==> src/rtl/ram_port_sequencer.sv <==
// Request sequencer in front of a single-port RAM with fixed read/write latency.
// Registers the RAM port, tracks in-flight reads in a valid shift register and
// returns read data in order through a first-word-fall-through response FIFO.
// Requests are credit-gated so the FIFO can never overflow. A read is stalled
// while a recent write to the same address is still settling inside the RAM.
module ram_port_sequencer #(
  parameter int DATA_WIDTH    = 8,
  parameter int ADDR_WIDTH    = 4,
  parameter int READ_LATENCY  = 2,
  parameter int WRITE_LATENCY = 2,
  parameter int FIFO_DEPTH    = 4
) (
  input  logic                  i_clk,
  input  logic                  i_rst_n,
  input  logic                  i_req_valid,
  output logic                  o_req_ready,
  input  logic                  i_req_we,
  input  logic [ADDR_WIDTH-1:0] i_req_addr,
  input  logic [DATA_WIDTH-1:0] i_req_wdata,
  output logic                  o_ram_en,
  output logic                  o_ram_we,
  output logic [ADDR_WIDTH-1:0] o_ram_addr,
  output logic [DATA_WIDTH-1:0] o_ram_din,
  input  logic [DATA_WIDTH-1:0] i_ram_dout,
  output logic                  o_rsp_valid,
  input  logic                  i_rsp_ready,
  output logic [DATA_WIDTH-1:0] o_rsp_data
);

  localparam int CW = $clog2(FIFO_DEPTH + 1);
  localparam int PW = $clog2(FIFO_DEPTH);

  typedef struct packed {
    logic                  en;
    logic                  we;
    logic [ADDR_WIDTH-1:0] addr;
    logic [DATA_WIDTH-1:0] din;
  } ram_req_t;

  logic                                 rdy_en_q;
  logic                                 hazard;
  logic                                 accept, rd_acc, wr_acc, push, pop;
  logic [CW-1:0]                        fifo_cnt_q, rd_infl_q;
  logic [CW:0]                          credit_used;
  logic [READ_LATENCY:0]                rd_vld_q;
  logic [FIFO_DEPTH-1:0][DATA_WIDTH-1:0] fifo_q;
  logic [PW-1:0]                        wptr_q, rptr_q;
  ram_req_t                             ram_q;

  // Credit covers both reads still inside the RAM and data parked in the FIFO,
  // so every accepted read is guaranteed a slot when its data arrives.
  assign credit_used = {1'b0, fifo_cnt_q} + {1'b0, rd_infl_q};
  assign o_req_ready = rdy_en_q && (credit_used < (CW+1)'(FIFO_DEPTH)) && !hazard;
  assign accept      = i_req_valid && o_req_ready;
  assign rd_acc      = accept && !i_req_we;
  assign wr_acc      = accept && i_req_we;
  assign push        = rd_vld_q[READ_LATENCY];
  assign o_rsp_valid = (fifo_cnt_q != '0);
  assign pop         = o_rsp_valid && i_rsp_ready;
  assign o_rsp_data  = o_rsp_valid ? fifo_q[rptr_q] : '0;
  assign o_ram_en    = ram_q.en;
  assign o_ram_we    = ram_q.we;
  assign o_ram_addr  = ram_q.addr;
  assign o_ram_din   = ram_q.din;

  // Hazard history: addresses of writes accepted in the last WRITE_LATENCY-1 cycles.
  if (WRITE_LATENCY > 1) begin : g_haz
    localparam int HD = WRITE_LATENCY - 1;
    logic [HD-1:0]                 hv_q;
    logic [HD-1:0][ADDR_WIDTH-1:0] ha_q;

    // Shift the accepted write address down the history each cycle
    always_ff @(posedge i_clk or negedge i_rst_n) begin
      if (!i_rst_n) begin
        hv_q <= '0;
        ha_q <= '0;
      end else begin
        hv_q[0] <= wr_acc;
        ha_q[0] <= i_req_addr;
        for (int i = 1; i < HD; i++) begin
          hv_q[i] <= hv_q[i-1];
          ha_q[i] <= ha_q[i-1];
        end
      end
    end

    // Only reads stall; write-after-write to the same address is ordered by the RAM
    always_comb begin
      hazard = 1'b0;
      for (int i = 0; i < HD; i++)
        if (!i_req_we && hv_q[i] && (ha_q[i] == i_req_addr)) hazard = 1'b1;
    end
  end else begin : g_nohaz
    assign hazard = 1'b0;
  end

  // Ready enable comes up one edge after reset release; RAM port is registered
  always_ff @(posedge i_clk or negedge i_rst_n) begin
    if (!i_rst_n) begin
      rdy_en_q <= 1'b0;
      ram_q    <= '0;
    end else begin
      rdy_en_q <= 1'b1;
      ram_q.en <= accept;
      ram_q.we <= wr_acc;
      if (accept) begin
        ram_q.addr <= i_req_addr;
        ram_q.din  <= i_req_wdata;
      end
    end
  end

  // In-flight read tracking: valid shift register plus outstanding count
  always_ff @(posedge i_clk or negedge i_rst_n) begin
    if (!i_rst_n) begin
      rd_vld_q  <= '0;
      rd_infl_q <= '0;
    end else begin
      rd_vld_q  <= {rd_vld_q[READ_LATENCY-1:0], rd_acc};
      rd_infl_q <= rd_infl_q + CW'(rd_acc) - CW'(push);
    end
  end

  // Response FIFO storage, pointers and occupancy
  always_ff @(posedge i_clk or negedge i_rst_n) begin
    if (!i_rst_n) begin
      fifo_q     <= '0;
      wptr_q     <= '0;
      rptr_q     <= '0;
      fifo_cnt_q <= '0;
    end else begin
      if (push) begin
        fifo_q[wptr_q] <= i_ram_dout;
        wptr_q         <= wptr_q + PW'(1);
      end
      if (pop) rptr_q <= rptr_q + PW'(1);
      fifo_cnt_q <= fifo_cnt_q + CW'(push) - CW'(pop);
    end
  end

  // The credit scheme must make a push into a full FIFO impossible
  a_no_overflow: assert property (@(posedge i_clk) disable iff (!i_rst_n)
    !(push && !pop && (fifo_cnt_q == CW'(FIFO_DEPTH))));

endmodule

==> config.mk <==
export PLATFORM = sky130hd
export DESIGN_NAME = ram_port_sequencer
export DESIGN_NICKNAME = d
export VERILOG_FILES = /design/src/rtl/ram_port_sequencer.sv
export SDC_FILE = /design/constraint.sdc
export NUM_CORES = 1
export LEC_CHECK = 0
export ABC_CLOCK_PERIOD_IN_PS = 4000
export CORE_ASPECT_RATIO = 0.5
export CORE_MARGIN = 8
export CORE_UTILIZATION = 59
export CTS_BUF_LIST = sky130_fd_sc_hd__clkbuf_4
export DETAILED_ROUTE_END_ITERATION = 8
export GPL_ROUTABILITY_DRIVEN = 0
export PLACE_DENSITY = 0.95
export SYNTH_ARGS = -nofsm -noshare
export SYNTH_HDL_FRONTEND = slang
export SYNTH_SLANG_ARGS = --single-unit
==> constraint.sdc <==
create_clock -name i_clk -period 4 [get_ports i_clk]
set_clock_uncertainty 0.15 [all_clocks]
set_input_delay 1.2 -clock i_clk [delete_from_list [all_inputs] [get_ports i_clk]]
set_output_delay 1.2 -clock i_clk [all_outputs]
set_load 0.005 [all_outputs]
Word level (Yosys, flattened, before mapping) --
Cells that the tools add are included. W data, S select, Z words.
Operators by class: $add $sub $neg 7, $mul 0, divide/modulo/power cells 0, order comparisons 4, equal/unequal tests 1, shift-type cells 0, multiplexer cells 7, bitwise operators 0, reductions and logical operators 12
Operators with widths (count):
- $bwmux W32 | 1
- $mux W8 | 3
- $bmux W8 S2 | 1
- $demux W8 S2 | 1
- $logic_and A1 B1 Y1 | 9
- $add A3 B1 Y3 | 2
- $lt A2 B3 Y1 const B | 2
- $sub A3 B1 Y3 | 2
- $add A2 B1 Y2 const B | 2
- $add A3 B3 Y4 | 1
- $eq A4 B4 Y1 | 1
- $lt A4 B3 Y1 const B | 1
- $reduce_bool A3 Y1 | 1
- $ge A2 B1 Y1 const B | 1
- $logic_not A1 Y1 | 2
- $mux W1 | 1
Word-level totals: flip-flop bits (word level) 64, bits in latches 0, bits in writable memories 0, ROM bits 0, output and inout bits 24, memories kept 0

Longest topological paths before layout --
Gate-level depths: netlist (run 1).
word-level depth 10, depth in mapped cells 10, depth with buffers taken out 9

Worst setup path before layout (run 1) --
OpenSTA, ideal clock, no wires.
kind input-to-output, start point input port i_req_addr[1], end point output port o_req_ready, arrival time 1.695 ns, slack 0.955 ns, stages 3, path buffers 0, cell sequence xor2_1 -> nor3_4 -> a21oi_1
On the way: longest elaborated chain between the ends 5
RTL lines:
- from (decl) | line 18 | input logic [ADDR_WIDTH-1:0] i_req_addr,
- $eq A4 B4 Y1 | line 91 | if (!i_req_we && hv_q[i] && (ha_q[i] == i_req_addr)) hazard = 1'b1;
- $logic_and A1 B1 Y1 | line 91
- $mux W1 | line 91
- $logic_not A1 Y1 | line 53 | assign o_req_ready = rdy_en_q && (credit_used < (CW+1)'(FIFO_DEPTH)) && !hazard;
- $logic_and A1 B1 Y1 | line 53
- to (decl) | line 16 | output logic o_req_ready,
No other way between the ends.

Final worst setup path (run 1) --
start point input port i_req_addr[3], end point output port o_req_ready
Same word-level chain as after synthesis.

==> metrics.cfg, run 1 <==
[run_status]
status=completed

[synthesis]
synthMuxAreaShare_pct=24.9
synth_top_area_share_pct=56.4
yosys.area_share.simple_pct=5.73
synth_area_leaders=dfrtp_1 56%, mux2_2 14%, mux4_2 6.3%
synth_edf_count=0
synth_fp_nets=220
avgSynthCellArea_sq_um=15.5
synthTopCellsByCount=64 x dfrtp_1, 36 x mux2_2, 11 x inv_1
ys_ff_latch=64
synth_top_family_by_area=multiplexers
ys_seq_area_share_pct=56.4
netlist_area_sq_mm=0.00284
synth_xor_area_share_pct=3.39
synthCells=183
ys_async_sr_fraction_pct=100
yosysUniqueCellTypes=26
synth-main-ff-cell=dfrtp_1
synth.most_common_cell=dfrtp_1
ys.warnings.count=0
synth-compound-area-share_pct=0.926
synth_top_area_cell=dfrtp_1
synthAdderAreaFrac_pct=5.82

[hold_path]
hold_class=flop to flop

[global_routing]
grt_max_degree=49
gr-total-overflow=0
grtUsageTotal_pct=16.5
grt_pass1_vias=1892
top_usage_layer=met2
grt_util_met1_pct=17.9
antenna_found_initial=0
use_met3_pct=6.09
grt_pass1_wl_um=9270
grt_util_met2_pct=29.0

[sta]
worstMarginPinSlew_ns=0.633
hold_viol_final=0
max_freq_ghz=0.266
layout_setup_ws_ns=0.235
slew_viol_final=0
rsz0062_at_grt=false
setup_viol=0
period_minus_slack_ns=3.77
relSlewSlack_pct=57.8
period_share_pct=94.1
fin_tns_setup_ns=0

[critical_path]
criticalPathCategory=input pin to output port
required_ns=2.65
path_buf_inv=2
cpPeakStageDelay_ns=0.48
cpMaxStageDelayCell=clkdlybuf4s50_1
end_kind=output port
cp-start-kind=input pin
path_cells=clkdlybuf4s50_1 -> xor2_2 -> nor3_4 -> a21oi_1 -> dlygate4sd2_1
crit_fanout=2
crit_family=buffers and inverters
arrival_ns=2.42

[route]
wl_um=5470
vias_per_cell=5.12
drt_iter0_markers=31
ant_nets=0
wire_per_inst_um=17.4
drt_pass1_iterations=4
vias=1609
drc=0

[cts]
cts_setup_buffers=0
cts-buffers-inserted=9
cts_root_buf=clkbuf_4
path_clk_slew_ns=0.09
cts_tree=done
worstSkewPairLatency_ns=0.38
clk_path_buf_depth=2
cts-resized-gates=4
h-tree-depth=3
cts.sinks=64
cts_hold_buf=0

[die]
design.core.area_sq_mm=0.00451
die_area_sq_mm=0.00742
start_util_pct=63.0
die_y_um=65.1
rows=17
ios=49
die_w_um=114

[final_layout]
nets=282
final_util_pct=78.5
drive_gt1_share_pct=33.5
design_area_sq_mm=0.00354
antennaDiodeCount=0
syn_to_final_growth_pct=24.7

[placement]
port_buffers=48
dp_slack_ns=-0.0369
dpl-instance-area_sq_mm=0.00342
place_hpwl_um=3970

[pwr]
power_density_mw_per_mm2=731
leakage_uw=0.00155
peakVddDrop_mv=0.385
total_power_uw=2590

[flow_run]
drv_cap=0

[cell usage in the layout, fill, tap and decap left out, drive strengths merged, types with 5 or more instances in the layout]
cell type / netlist / routed
clkdlybuf4s50: 0 / 46
buf: 2 / 9
mux2: 44 / 44
inv: 11 / 11
ha: 10 / 10
dfrtp: 64 / 64
clkbuf: 3 / 12
nand2: 7 / 7
mux4: 8 / 8
xnor2: 6 / 6
and2: 10 / 10
xor2: 5 / 5
[per-layer routing]
layer	part of all wire [%]	wire, um
met1	41	2270
met4	1.1	61
met5	0	0
met2	53	2870
met3	4.8	264
[stage by stage]
stage,instances,hold WS [ns]
floorplan,183,0.181
global placement,300,0.183
detailed placement,300,0.186
CTS,314,0.193
global route,314,0.220
finish,314,0.194
[cell families after synthesis]
| logic type | count (synthesis) |
|---|---|
| DFF | 64 |
| muxes | 52 |
| AOI/OAI and AO/OA | 3 |
| other | 1 |
| adders and majority gates | 12 |
| and+or+nand+nor | 24 |
| xor gates and xnor gates | 11 |
| buffers and inverters | 16 |
[where the power goes]
part | internal [uW] | switching [uW]
registers | 928 | 212
clock network | 140 | 200
logic | 751 | 356
total | 1820 | 768
[registers in the layout, indices dropped and copies added (netlist names)]
name	flops
o_ram_din	8
fifo_cnt_q	3
wptr_q	2
o_ram_addr	4
rptr_q	2
rd_infl_q	3
rdy_en_q	1
o_ram_en	1
g_haz.ha_q	4
fifo_q	32
rd_vld_q	3
o_ram_we	1
[cell type report]
| cell class | instances | area [sq um] |
|---|---|---|
| inverter | 11 | 41.3 |
| clock buffer | 12 | 90.1 |
| sequential | 64 | 1600 |
| fill | 273 | 968 |
| clock inverter | 2 | 8.76 |
| timing repair buffer | 56 | 534 |
| tap | 66 | 82.6 |
| multi-input combinational | 103 | 1180 |
[path summary, 6_finish.rpt]
kind / to / slack [ns] / depth (start not counted) / from
min in group asynchronous: o_ram_din[0]$_DFFE_PN0N_ / 0.56 / 1 / i_rst_n
worst min-delay path: rd_vld_q[1]$_DFF_PN0_ / 0.19 / 0 / rd_vld_q[0]$_DFF_PN0_
worst min register to register: rd_vld_q[1]$_DFF_PN0_ / 0.19 / 0 / rd_vld_q[0]$_DFF_PN0_
worst max-delay path: o_req_ready / 0.23 / 5 / i_req_addr[3]
max in group asynchronous: fifo_q[29]$_DFFE_PN0P_ / 2.21 / 2 / i_rst_n
worst max register to register: fifo_cnt_q[2]$_DFF_PN0_ / 1.34 / 9 / fifo_cnt_q[1]$_DFF_PN0_
(Power assumes the default switching activity.)
==> run 2: changes to the inputs <==
--- a/config.mk
+++ b/config.mk
@@ -6,7 +6,7 @@
 export NUM_CORES = 1
 export LEC_CHECK = 0
 export ABC_CLOCK_PERIOD_IN_PS = 4000
-export CORE_ASPECT_RATIO = 0.5
+export CORE_ASPECT_RATIO = 0.9
 export CORE_MARGIN = 8
 export CORE_UTILIZATION = 59
 export CTS_BUF_LIST = sky130_fd_sc_hd__clkbuf_4
==> run 2 against run 1 <==
  * Power is 0.89% higher
  * Sequential share of layout area decreased by 0.19 points
  * Worst hold slack gained 0.0090 ns
  * Sequential power barely moved
  * First-iteration DRC count rose by 48%
  * Via count increased by 3.3%
  * Largest cell class unchanged
==> metrics.cfg, run 2 (synthesis gave the netlist of run 1 again) <==
[run_status]
status=completed

[sta]
rsz0062_at_grt=false
period_share_pct=92.5  ; -1.6 points
relSlewSlack_pct=39.9  ; -18 points
slew_viol_final=0  ; unchanged
setup_viol=0  ; unchanged
worstMarginPinSlew_ns=0.901  ; +0.268 ns
hold_viol_final=0  ; unchanged
max_freq_ghz=0.270  ; +1.8%
layout_setup_ws_ns=0.300  ; +0.0651 ns
fin_tns_setup_ns=0  ; unchanged
period_minus_slack_ns=3.70  ; -0.0651 ns

[die]
die_area_sq_mm=0.00729  ; -1.8%
die_w_um=89.1  ; -22%
design.core.area_sq_mm=0.00474  ; +5.2%
die_y_um=81.8  ; +26%
ios=49  ; unchanged
start_util_pct=59.8  ; -3.1 points
rows=24  ; +7

[critical_path]
r2r_slack_ns=1.27  ; -0.07 ns
end_kind=output port
crit_start=i_req_addr[2]
rr_worst_depth=9  ; unchanged
crit_fanout=2  ; unchanged
r2r-start=fifo_cnt_q[2]$_DFF_PN0_
criticalPathCategory=input pin to output port
cp-start-kind=input pin
required_ns=2.65  ; about the same
crit_end=o_req_ready
arrival_ns=2.35  ; -0.07 ns
rr_endpoint=fifo_cnt_q[2]$_DFF_PN0_

[global_routing]
grt_pass1_wl_um=9220  ; -0.59%
antenna_found_initial=0  ; unchanged
grtUsageTotal_pct=17.3  ; +0.86 points
grt_max_degree=42  ; -14%
grt_pass1_vias=1826  ; -3.5%
gr-total-overflow=0  ; unchanged

[placement]
dp_slack_ns=-0.0239  ; +0.0130 ns
port_buffers=48  ; unchanged
place_hpwl_um=3920  ; -1.5%

[cts]
path_clk_slew_ns=0.11  ; +0.02 ns
clk_path_buf_depth=2  ; unchanged
cts_hold_buf=0  ; unchanged
cts_tree=done
cts.sinks=64  ; unchanged
cts-buffers-inserted=9  ; unchanged
h-tree-depth=3  ; unchanged
cts_root_buf=clkbuf_4
worstSkewPairLatency_ns=0.40  ; +0.02 ns

[route]
drc=0  ; unchanged
vias_per_cell=5.26  ; +2.6%
vias=1662  ; +3.3%
wire_per_inst_um=17.3  ; -0.47%
drt_pass1_iterations=4  ; unchanged
ant_nets=0  ; unchanged
drt_iter0_markers=46  ; +48%
wl_um=5480  ; +0.16%

[final_layout]
drive_gt1_share_pct=33.5  ; about the same
nets=283  ; +0.35%
final_util_pct=74.9  ; -3.6 points
syn_to_final_growth_pct=25.3
antennaDiodeCount=0  ; unchanged
layout_commonest_cell=dfrtp_1
final_cell_mix=64 x dfrtp_1, 46 x clkdlybuf4s50_1, 36 x mux2_2, 11 x inv_1
largest_reg_flops=32  ; unchanged
regMostFlops=fifo_q

[pwr]
peakVddDrop_mv=0.471  ; +22%
leakage_uw=0.00157  ; +0.79%
power_density_mw_per_mm2=734  ; +0.47%

[hold_path]
hold_class=flop to flop

[flow_run]
drv_cap=0  ; unchanged

-- run 2: worst min path at each step --
stage | from | endpoint | depth (start not counted)
after floorplan | rd_vld_q[0]$_DFF_PN0_ | rd_vld_q[1]$_DFF_PN0_ | 0
after global placement | rd_vld_q[1]$_DFF_PN0_ | rd_vld_q[2]$_DFF_PN0_ | 0
after detailed placement | rd_vld_q[0]$_DFF_PN0_ | rd_vld_q[1]$_DFF_PN0_ | 0
after CTS | rd_vld_q[0]$_DFF_PN0_ | rd_vld_q[1]$_DFF_PN0_ | 0
after global routing | rd_vld_q[0]$_DFF_PN0_ | rd_vld_q[1]$_DFF_PN0_ | 0
final | rd_vld_q[0]$_DFF_PN0_ | rd_vld_q[1]$_DFF_PN0_ | 0
-- run 2: timing repair --
| action | 4_1_cts | 5_1_grt |
|---|---|---|
| endpoints found under the setup margin | 1 | 1 |
| buffers inserted | 0 | 0 |
| pin swaps | 1 | 0 |
| gates resized for setup | 2 | 1 |
-- run 2: power by group --
part	internal, uW	switching [uW]
Sequential	928	208
Combinational	757	360
Clock	130	228
-- run 2: worst max-delay path, stage by stage --
cell and delay (ns):
clkdlybuf4s50_1 0.49, xor2_1 0.25, nor3_4 0.05, a21oi_1 0.17, dlymetal6s2s_1 0.18
-- run 2: metal layers --
layer | vias up | global-route usage (%) | part of all wire (%)
met2 | 32 | 28.4 | 52
met1 | 870 | 20.3 | 42
met4 | 0 | 7.96 | 1.4
met3 | 5 | 5.90 | 4.7
li1 | 755 | - | -
met5 | - | 0 | 0
-- run 2: final cells by class --
cell class              instances  area [sq um]
repair buffers                 57           546
clock inverters                 6          36.3
well taps                      65          81.3
flip-flops and latches         64          1600
inverters                      11          41.3
fillers                       310          1190
multi-input cells             103          1170
clock buffers                  10          75.1
-- run 2: through the flow --
stage | instances | power [uW] | hold slack (ns) | cell area (sq um)
2_1_floorplan | 183 | 1780 | 0.181 | 2840
3_3_place_gp | 300 | 2210 | 0.184 | 3430
3_5_place_dp | 300 | 2280 | 0.186 | 3430
4_1_cts | 316 | 2640 | 0.203 | 3550
5_1_grt | 316 | 2790 | 0.207 | 3560
6_report | 316 | 2610 | 0.203 | 3560
==> run 3: changes to the inputs <==
==> config.mk (replaced) <==
export PLATFORM = sky130hd
export DESIGN_NAME = ram_port_sequencer
export DESIGN_NICKNAME = d
export VERILOG_FILES = /design/src/rtl/ram_port_sequencer.sv
export SDC_FILE = /design/constraint.sdc
export NUM_CORES = 1
export LEC_CHECK = 0
export ABC_CLOCK_PERIOD_IN_PS = 3720
export CORE_ASPECT_RATIO = 0.9
export CORE_MARGIN = 8
export CORE_UTILIZATION = 54
export CTS_BUF_LIST = sky130_fd_sc_hd__clkbuf_4
export DETAILED_ROUTE_END_ITERATION = 8
export GPL_ROUTABILITY_DRIVEN = 0
export PLACE_DENSITY = 0.88
export SYNTH_ARGS = -nofsm -noshare
export SYNTH_HDL_FRONTEND = slang
export SYNTH_SLANG_ARGS = --single-unit
export TNS_END_PERCENT = 100
==> constraint.sdc (replaced) <==
create_clock -name i_clk -period 3.72 [get_ports i_clk]
set_clock_uncertainty 0.15 [all_clocks]
set_input_delay 1.116 -clock i_clk [delete_from_list [all_inputs] [get_ports i_clk]]
set_output_delay 1.116 -clock i_clk [all_outputs]
set_load 0.005 [all_outputs]
==> run 3 against run 2 <==
  * Power up 9.9%
  * Clock-buffer cell count down 1
  * Sequential share of layout area down 0.53 points
  * Wire length down 4.3%
  * Cell area up 1.2%
  * Sequential power up 4%
  * Largest power group is now combinational cells
  * Setup slack worse by 0.19 ns
  * Combinational power up 9.8%
  * Utilization down 5.2 points
  * Register-to-register slack worse by 0.19 ns
  * Critical endpoint unchanged
  * Via count down 3.9%
==> metrics.cfg, run 3 (synthesis gave the netlist of run 1 again) <==
[final_layout]
layout_commonest_cell=dfrtp_1
design_area_sq_mm=0.00360  ; +1.2%
instances_no_fill=319  ; +0.95%
drive_gt1_share_pct=34.9  ; +1.5 points
regMostFlops=fifo_q
final_cell_mix=64 x dfrtp_1, 46 x clkdlybuf4s50_1, 36 x mux2_2, 11 x inv_1
largest_reg_flops=32  ; unchanged
syn_to_final_growth_pct=26.8
num-fill-cells=364  ; +17%
nets=284  ; +0.35%
multi_input_area_sq_mm=0.00118  ; +0.64%
seqCellArea_sq_mm=0.00160  ; unchanged
antennaDiodeCount=0  ; unchanged

[critical_path]
cpPeakStageDelay_ns=0.46  ; -0.03 ns
end_kind=output port
criticalPathCategory=input pin to output port
required_ns=2.45  ; -0.20 ns
cp-start-kind=input pin
crit_family=buffers and inverters
path_cells=clkdlybuf4s50_1 -> xor2_2 -> nor3_4 -> a21oi_1 -> dlygate4sd2_1
cpMaxStageDelayCell=clkdlybuf4s50_1
arrival_ns=2.35  ; about the same
crit_fanout=2  ; unchanged
path_buf_inv=2  ; unchanged

[global_routing]
gr-total-overflow=0  ; unchanged
grt_pass1_vias=1743  ; -4.5%
grtUsageTotal_pct=15.0  ; -2.4 points
antenna_found_initial=0  ; unchanged
grt_max_degree=65  ; +55%
grt_pass1_wl_um=8860  ; -3.9%

[sta]
setup_viol=0  ; unchanged
layout_setup_ws_ns=0.107  ; -0.193 ns
period_share_pct=97.1
rsz0062_at_grt=false
max_freq_ghz=0.277
holdWs_ns=0.209  ; +0.00558 ns
slew_viol_final=0  ; unchanged
worstMarginPinSlew_ns=0.787  ; -0.114 ns
relSlewSlack_pct=47.6  ; +7.6 points
period_minus_slack_ns=3.61
hold_viol_final=0  ; unchanged

[placement]
dp_slack_ns=-0.177  ; -0.153 ns
place_hpwl_um=3740  ; -4.6%
port_buffers=48  ; unchanged
placed_cells=303  ; +1.0%
dpl-instance-area_sq_mm=0.00344  ; +0.29%

[route]
drc=0  ; unchanged
vias=1598  ; -3.9%
wire_per_inst_um=16.4  ; -5.2%
drt_pass1_iterations=4  ; unchanged
wl_um=5240  ; -4.3%
vias_per_cell=5.01  ; -4.8%
drt_iter0_markers=111  ; +140%
ant_nets=0  ; unchanged

[cts]
worstSkewPairLatency_ns=0.40  ; about the same
clk_path_buf_depth=2  ; unchanged
cts.sinks=64  ; unchanged
cts_hold_buf=0  ; unchanged
cts_tree=done
path_clk_slew_ns=0.11  ; about the same
cts_root_buf=clkbuf_4
h-tree-depth=3  ; unchanged
cts-buffers-inserted=9  ; unchanged

[die]
rows=25  ; +4.2%
start_util_pct=55.0  ; -4.8 points
ios=49  ; unchanged
design.core.area_sq_mm=0.00516  ; +8.8%
die_y_um=84.8  ; +3.6%
die_area_sq_mm=0.00784  ; +7.5%
die_w_um=92.4  ; +3.7%

[pwr]
leakage_uw=0.00157  ; +0.54%
power_density_mw_per_mm2=798  ; +8.6%
peakVddDrop_mv=0.435  ; -7.8%

[run_status]
status=completed

[hold_path]
hold_class=flop to flop

[flow_run]
drv_cap=0  ; unchanged

run 3: area by class of cell:
class | instances | area share [%]
well taps | 67 | 2.33
multi-input cells | 103 | 32.9
repair buffers | 58 | 15.3
inverters | 11 | 1.15
flip-flops and latches | 64 | 44.5
clock buffers | 9 | 1.88
clock inverters | 7 | 2.02
run 3: worst reg2reg max path, stage by stage (launching register included):
cell and delay (ns):
dfrtp_1 0.41, or3_1 0.53, and2_1 0.27, ha_1 0.29, inv_1 0.05, ha_1 0.13
inv_1 0.05, fa_1 0.37, xnor2_1 0.18, xnor2_1 0.13
run 3: path summary, 6_finish.rpt:
check | cells past startpoint | endpoint | slack [ns] | start
max reg2reg | 9 | fifo_cnt_q[2]$_DFF_PN0_ | 1.08 | fifo_cnt_q[0]$_DFF_PN0_
max | 5 | o_req_ready | 0.11 | i_req_addr[1]
max in group asynchronous | 2 | fifo_q[7]$_DFFE_PN0P_ | 2.18 | i_rst_n
min reg2reg | 0 | rd_vld_q[1]$_DFF_PN0_ | 0.21 | rd_vld_q[0]$_DFF_PN0_
min in group asynchronous | 2 | o_ram_din[0]$_DFFE_PN0N_ | 0.71 | i_rst_n
min | 0 | rd_vld_q[1]$_DFF_PN0_ | 0.21 | rd_vld_q[0]$_DFF_PN0_
run 3: timing repair:
item                       4_1_cts  5_1_grt
setup endpoints to repair        1        0
resized for setup                4        0
buffers inserted                 0        0
run 3: power by group:
group | leakage (uW) | total [uW] | internal [uW] | switching [uW]
clock network | 0.0000719 | 457 | 204 | 253
logic | 0.000741 | 1230 | 819 | 408
registers | 0.000762 | 1190 | 998 | 188
total | 0.00157 | 2870 | 2020 | 849
run 3: metrics by stage:
stage	utilization, %	setup TNS [ns]	power, uW
floorplan	-	0	1910
global placement	66.6	-0.108	2380
detailed placement	66.6	-0.177	2450
CTS	69.7	0	2920
global route	69.7	0	3090
finish	69.7	0	2870
run 3: routing by layer:
layer	vias to the layer above	part of all wire (%)	track usage [%]	wire, um
met5	-	0	0	0
met4	0	1.1	6.29	59
met3	5	4.8	6.33	252
met2	30	51	24.0	2680
met1	799	43	17.2	2250
li1	764	-	-	-
